### config.mk
export PLATFORM = sky130hd
export DESIGN_NAME = uart_transmit
export DESIGN_NICKNAME = d
export VERILOG_FILES = /design/src/rtl/uart_transmit.sv
export SDC_FILE = /design/constraint.sdc
export NUM_CORES = 1
export LEC_CHECK = 0
export CAP_MARGIN = 5
export CORE_UTILIZATION = 44
export DETAILED_ROUTE_END_ITERATION = 8
export PLACE_DENSITY = 0.68
export SKIP_CTS_REPAIR_TIMING = 1
export SYNTH_ARGS = -nofsm -noshare
export SYNTH_HDL_FRONTEND = slang
export SYNTH_SLANG_ARGS = --single-unit
### constraint.sdc
create_clock -name clk -period 6.8 [get_ports clk]
set_clock_uncertainty 0.2 [all_clocks]
set_input_delay 0.68 -clock clk [delete_from_list [all_inputs] [get_ports clk]]
set_output_delay 0.68 -clock clk [all_outputs]
set_load 0.02 [all_outputs]
### src/rtl/uart_transmit.sv
// 8N1 UART transmitter with a small input FIFO.
// Frames are one start bit (0), eight data bits LSB first and one stop bit (1).
// Each bit is held on txd for CLKS_PER_BIT clock cycles.
//
// Handshake: a byte is transferred on a rising clk edge where tx_valid and
// tx_ready are both high. tx_ready depends only on registered FIFO state, so
// it never combinationally depends on tx_valid. tx_data is sampled only on
// that edge, and an offer made while tx_ready is low is simply not taken.
module uart_transmit #(
  parameter int CLKS_PER_BIT = 434,
  parameter int FIFO_AW      = 2
) (
  input  logic               clk,
  input  logic               reset,
  input  logic [7:0]         tx_data,
  input  logic               tx_valid,
  output logic               tx_ready,
  output logic               txd,
  output logic               busy,
  output logic [FIFO_AW:0]   fifo_count
);

  localparam int DEPTH = 1 << FIFO_AW;
  localparam int CW    = (CLKS_PER_BIT > 1) ? $clog2(CLKS_PER_BIT) : 1;
  localparam logic [CW-1:0]    CNT_LAST   = CW'(CLKS_PER_BIT - 1);
  localparam logic [FIFO_AW:0] FULL_COUNT = (FIFO_AW + 1)'(DEPTH);

  typedef enum logic [1:0] {
    IDLE  = 2'd0,
    START = 2'd1,
    DATA  = 2'd2,
    STOP  = 2'd3
  } state_t;

  // FIFO storage and bookkeeping
  logic [7:0]         mem [DEPTH];
  logic [FIFO_AW-1:0] wr_ptr;
  logic [FIFO_AW-1:0] rd_ptr;
  logic [FIFO_AW:0]   count_q;
  logic               push;
  logic               pop;
  logic [7:0]         head;

  // Serialiser state
  state_t        state_q;
  state_t        state_d;
  logic [CW-1:0] cnt_q;
  logic [CW-1:0] cnt_d;
  logic [2:0]    idx_q;
  logic [2:0]    idx_d;
  logic [2:0]    idx_nxt;
  logic [7:0]    sh_q;
  logic [7:0]    sh_d;
  logic          txd_q;
  logic          txd_d;
  logic          bit_end;

  assign tx_ready   = (count_q < FULL_COUNT);
  assign push       = tx_valid && tx_ready;
  assign fifo_count = count_q;
  assign head       = mem[rd_ptr];
  assign busy       = (state_q != IDLE) || (count_q != '0);
  assign txd        = txd_q;
  assign bit_end    = (cnt_q == CNT_LAST);
  assign idx_nxt    = idx_q + 3'd1;

  // FIFO data write; contents need no reset because count gates every read.
  always_ff @(posedge clk) begin
    if (push) begin
      mem[wr_ptr] <= tx_data;
    end
  end

  // FIFO pointers and occupancy; a push and a pop on one edge cancel out.
  always_ff @(posedge clk or posedge reset) begin
    if (reset) begin
      wr_ptr  <= '0;
      rd_ptr  <= '0;
      count_q <= '0;
    end else begin
      if (push) begin
        wr_ptr <= wr_ptr + 1'b1;
      end
      if (pop) begin
        rd_ptr <= rd_ptr + 1'b1;
      end
      case ({push, pop})
        2'b10:   count_q <= count_q + 1'b1;
        2'b01:   count_q <= count_q - 1'b1;
        default: count_q <= count_q;
      endcase
    end
  end

  // Serialiser registers; txd is registered so the line never glitches.
  always_ff @(posedge clk or posedge reset) begin
    if (reset) begin
      state_q <= IDLE;
      cnt_q   <= '0;
      idx_q   <= '0;
      sh_q    <= '0;
      txd_q   <= 1'b1;
    end else begin
      state_q <= state_d;
      cnt_q   <= cnt_d;
      idx_q   <= idx_d;
      sh_q    <= sh_d;
      txd_q   <= txd_d;
    end
  end

  // Next-state logic; txd_d is the line level for the cycle after this edge.
  always_comb begin
    state_d = state_q;
    cnt_d   = cnt_q;
    idx_d   = idx_q;
    sh_d    = sh_q;
    txd_d   = txd_q;
    pop     = 1'b0;
    case (state_q)
      IDLE: begin
        txd_d = 1'b1;
        if (count_q != '0) begin
          pop     = 1'b1;
          sh_d    = head;
          cnt_d   = '0;
          state_d = START;
          txd_d   = 1'b0;
        end
      end
      START: begin
        if (bit_end) begin
          cnt_d   = '0;
          idx_d   = 3'd0;
          state_d = DATA;
          txd_d   = sh_q[0];
        end else begin
          cnt_d = cnt_q + 1'b1;
          txd_d = 1'b0;
        end
      end
      DATA: begin
        if (bit_end) begin
          cnt_d = '0;
          if (idx_q == 3'd7) begin
            state_d = STOP;
            txd_d   = 1'b1;
          end else begin
            idx_d = idx_nxt;
            txd_d = sh_q[idx_nxt];
          end
        end else begin
          cnt_d = cnt_q + 1'b1;
          txd_d = sh_q[idx_q];
        end
      end
      STOP: begin
        if (bit_end) begin
          cnt_d = '0;
          if (count_q != '0) begin
            // Chain straight into the next frame with no idle gap.
            pop     = 1'b1;
            sh_d    = head;
            state_d = START;
            txd_d   = 1'b0;
          end else begin
            state_d = IDLE;
            txd_d   = 1'b1;
          end
        end else begin
          cnt_d = cnt_q + 1'b1;
          txd_d = 1'b1;
        end
      end
      default: begin
        state_d = IDLE;
        cnt_d   = '0;
        txd_d   = 1'b1;
      end
    endcase
  end

endmodule

# --- Word level (Yosys, flattened, before mapping) ---
# Memories as Yosys holds them, arrays and structs flattened.
# Index checks and enable logic that the tools add are counted.
totals:
  memories: 1
  reg_bits: 30
  ramBits: 32
  mem_bits_ro: 0
  wordCells: 76
  latch_bits: 0
memory_table:
  columns: ["memory", "depth", "word_bits", "read_ports", "rd_clocked_by_memory_dff", "wr", "line", "text"]
  rows:
  - ["mem", 4, 8, 1, 0, 1, "36", "logic [7:0] mem [DEPTH];"]
op_classes:
  n_reduce_logical: 12
  n_div: 0
  muxes: 33
  n_lt_le_gt_ge: 3
  n_bitwise: 0
  n_addsub: 6
  mul: 0
  n_shift: 0
  n_eq_ne: 13
op_table:
  columns: ["operator", "n"]
  rows:
  - ["2-to-1 mux 9 bit", 2]
  - ["case mux 9 bit (2 select lines)", 1]
  - ["2-to-1 mux 8 bit", 2]
  - ["case mux 8 bit (2 select lines)", 1]
  - ["2-to-1 mux 1 bit", 12]
  - ["!= test 2 bit (second input constant)", 6]
  - ["case mux 3 bit (2 select lines)", 2]
  - ["2-to-1 mux 2 bit", 5]
  - ["adder 9 x 1 -> 9 bit (second input constant)", 1]
  - ["equality test 9 bit (second input constant)", 1]
  - ["2-to-1 mux 3 bit", 3]
  - ["< comparator 3 x 4 -> 1 bit (second input constant)", 2]
  - ["case mux 2 bit (4 select lines)", 1]
  - ["nonzero test 2 bit", 4]
  - ["adder 3 x 1 -> 3 bit (second input constant)", 2]
  - ["binary-select mux 1 bit (select 3 bit)", 2]
  - ["equality test 2 bit (second input constant)", 3]
  - ["AND reduction 5 bit", 1]
  - ["adder 2 x 1 -> 2 bit (second input constant)", 2]
  - ["equality test 2 x 1 -> 1 bit (second input constant)", 2]
  - ["case mux 1 bit (4 select lines)", 1]
  - ["AND reduction 4 bit", 1]
  - ["equality test 3 bit (second input constant)", 1]
  - ["< comparator 3 bit (second input constant)", 1]
  - ["8 further kinds", 8]

# --- Depth between registers and ports, before layout ---
depth:
  word_depth: 6
  depth_mapped: 12

# --- Worst setup path after synthesis ---
# No wires, ideal clock.
synth_timing:
  path_type: "register to register"
  startpoint: "register cnt_q[1]"
  endpoint: "register count_q[2], in the netlist fifo_count[2]"
  n_path_buf: 1
  slack_ps: 4288
  arrival_ps: 2232
  required_ps: 6520
  period_less_slack_ps: 2512
  path_stages_with_launch: 13
  path_cell_list: "dfrtp_1 inv_1 ha_1 and4_1 clkbuf_1 a31oi_1 nor3_2 ha_1 inv_1 fa_1 xor2_1 nor2_1 xnor2_1"
synth_via:
  elab_chain_cells: 5
synth_rtl:
  columns: ["item", "line", "text"]
  rows:
  - ["start, declared", "47", "logic [CW-1:0] cnt_q;"]
  - ["start signal, assigned", "105", "cnt_q <= cnt_d;"]
  - ["equality test 9 bit *", "64", "assign bit_end = (cnt_q == CNT_LAST);"]
  - ["2-to-1 mux 1 bit *", "158", "if (bit_end) begin"]
  - ["case mux 1 bit (2 select lines) *", "120", "case (state_q)"]
  - ["via pop", "41", "logic pop;"]
  - ["equality test 2 x 1 -> 1 bit / equality test 2 bit (equally long branches)", "87", "case ({push, pop})"]
  - ["case mux 3 bit (2 select lines) / nonzero test 2 bit (equally long branches)", null, null]
  - ["end signal, assigned", "88", "2'b10: count_q <= count_q + 1'b1;"]
  - ["end signal, assigned", "89", "2'b01: count_q <= count_q - 1'b1;"]
  - ["end signal, assigned", "90", "default: count_q <= count_q;"]
  - ["end, declared", "39", "logic [FIFO_AW:0] count_q;"]
# The timed path passes the listed nets; every way through them passes the cells marked *.
# A chain may end at the register's enable or synchronous reset.

# --- Worst setup path in the final report ---
layout_timing:
  startpoint: "register state_q[0]"
  endpoint: "output port busy"
layout_via:
  elab_chain_cells: 2
layout_rtl:
  columns: ["item", "line", "text"]
  rows:
  - ["start, declared", "45", "state_t state_q;"]
  - ["start signal, assigned", "104", "state_q <= state_d;"]
  - ["nonzero test 2 bit", "62", "assign busy = (state_q != IDLE) || (count_q != '0);"]
  - ["logical OR 1 bit", "62", null]
  - ["end, declared", "19", "output logic busy,"]
# Every way passes these cells.

==> results.cfg <==
[setup_path]
cp.required_ns = 5.92
cp_common_cell = inv_1
crit_buf_inv = 3
max_stage_delay_ns = 0.56
crit_family = buffers and inverters
startpoint_type = register
rrSetupSlack_ns = 4.10
ff2ff_path_depth = 9
cp_slowest_cell = clkdlybuf4s50_1
r2r-start = cnt_q[3]
r2r_end = fifo_count[2]
worstPathCellList = inv_1 > ha_1 > and2_1 > inv_1 > clkdlybuf4s50_1
critPathMaxFanout = 7
cp-end-kind = output port
cp.arrival_ns = 2.17
worstSetupPathType = register to output port

[clock_network]
clock_latency_ns = 0.34
ctsLongestPathBuffers = 2
root_buffer = clkbuf_8
clk_pin_slew_ns = 0.07
cts_buffers = 9
ctsHtreeMaxLevel = 3
tritoncts = done
clock-sinks = 62

[cells_and_area]
seq_area_sq_um = 1710
area_growth_syn_to_layout_pct = 14.9
drive_gt1_frac = 0.198
antenna_cells = 0
fillers = 556
multiInputGateArea_sq_um = 1180
nets = 258
utilization = 0.532

[yosys]
ys_top_cells_by_count = edfxtp_1, dfrtp_1, inv_1
synthTopCellsByArea = edfxtp_1, dfrtp_1, mux4_2, ha_1, mux2_2
synth_cell_types = 49
syn_area_sq_um = 2990
synthCells = 210
synth_top_area_frac = 0.321
syn_nets = 236
yosys_warnings = 0
ys.flop_type = edfxtp_1
synth_most_common_cell = edfxtp_1
synth-seq-cells = 62
synth_area_leader_cell = edfxtp_1
ys_async_sr_fraction = 0.484
ys_seq_area_frac = 0.573
syn_avg_cell_area_sq_um = 14.2
synth-edff-count = 32

[global_routing]
grt_use_met3 = 0.0501
grt_pass1_vias = 1800
grt_pass1_wl_um = 8440
overflow = 0
antenna_found_initial = 0
grt_usage = 0.159
grt_busiest_layer = met2
grt_use_met1 = 0.199
grt_max_degree = 31
grt_use_met2 = 0.255

[drt]
num_vias = 1705
routed_wl_um = 4800
firstDrtPassIters = 4
drc = 0
drt-initial-drc-count = 86
drtAntennaViolNets = 0
post_drt_wl_per_cell_um = 15.3
vias_per_cell = 5.43

[sta]
finalSetupViolCount = 0
rsz0062_at_grt = no
tightest_slew_ns = 0.573
holdWs_ns = 0.311
fmax_ghz = 0.328
hold_viol = 0
fin_crit_sh = 0.448
tns_ns = 0
relSlewSlack = 0.618
min_period_ns = 3.05
slew_violations = 0

[hold_path]
hold_path.startpoint = cnt_q[8]
min_path_type = register to register
holdPathEnd = cnt_q[8]
whs_path_depth = 1

[floorplan]
initial_core_util = 0.463
die_width_um = 84.4
ios = 17
rows = 29
dieArea_sq_um = 7130
core_sq_um = 6460
die_y_um = 84.4

[power]
p_leak_nw = 1.34
ir_drop_v = 0.000227
power.density_nw_per_um2 = 424

[placed_design]
io_buffers = 16
place_hpwl_um = 3360
gp_congestion = 0.767

[run]
drv_cap = 0

[outcome]
status = completed
==> per-layer routing <==
metal	wire length, um	up-vias
li1	-	827
met1	2310	844
met2	2250	25
met3	156	9
met4	87	0
met5	0	-
==> flip-flops by register name, summed over array words and instances (netlist names) <==
name,count
mem,32
cnt_q,9
sh_q,8
fifo_count,3
idx_q,3
rd_ptr,2
state_q,2
wr_ptr,2
txd,1
==> logic make-up after synthesis <==
kind of cell,count (synthesis),share of synthesized area
xor gates and xnor gates,7,0.0205
DFF,62,0.573
and+or+nand+nor,44,0.0937
buffers and inverters,23,0.0314
AOI/OAI and AO/OA,35,0.0845
adders and majority gates,15,0.0653
muxes,24,0.132
==> area by class of cell <==
class | instances | area share
Clock buffer | 9 | 0.0360
Clock inverter | 7 | 0.0258
Inverter | 17 | 0.0186
Multi-Input combinational cell | 125 | 0.344
Sequential cell | 62 | 0.498
Tap cell | 77 | 0.0280
Timing Repair Buffer | 17 | 0.0488
==> where the power goes <==
| part | switching (mW) | internal (mW) |
|---|---|---|
| Clock | 0.143 | 0.203 |
| Sequential | 0.0946 | 0.500 |
| Combinational | 0.241 | 0.275 |
| Total | 0.478 | 0.978 |
==> placed cells by master, fill, tap and decap left out, types with 2 or more instances in the layout <==
master / Yosys / layout
edfxtp_1: 32 / 32
dfrtp_1: 29 / 29
inv_1: 17 / 17
clkdlybuf4s50_1: 0 / 16
ha_1: 14 / 14
o21ai_0: 12 / 12
mux4_2: 10 / 10
mux2_2: 10 / 10
clkbuf_8: 0 / 9
and2_1: 8 / 8
nor2_1: 6 / 6
nand2_1: 6 / 6
a22o_1: 6 / 6
xnor2_1: 4 / 4
mux2i_1: 3 / 3
a31oi_1: 3 / 3
xor2_1: 3 / 3
nor2b_1: 3 / 3
nor3_2: 2 / 2
a21oi_1: 2 / 2
nand4_1: 2 / 2
a21o_1: 2 / 2
nor3_1: 2 / 2
nand2b_1: 2 / 2
or3_1: 2 / 2
clkinv_2: 0 / 2
clkinvlp_4: 0 / 2
bufinv_16: 0 / 2
==> stage by stage <==
stage | power, mW | cells | setup WS, ns | instance area (sq um)
floorplan | 0.992 | 210 | 4.29 | 2990
global placement | 1.11 | 298 | 4.12 | 3220
detailed placement | 1.12 | 298 | 4.08 | 3220
CTS | 1.47 | 314 | 3.72 | 3440
global route | 1.56 | 314 | 3.60 | 3440
finish | 1.46 | 314 | 3.75 | 3440
==> worst max-delay path by stage <==
stage | start | endpoint | cells past startpoint
finish | state_q[0] | busy | 5
global route | state_q[0] | busy | 5
CTS | state_q[0] | busy | 5
detailed placement | tx_valid | fifo_count[2] | 9
global placement | tx_valid | fifo_count[2] | 9
floorplan | cnt_q[1] | fifo_count[2] | 12
Note: power is estimated with default switching activity, not from simulation.
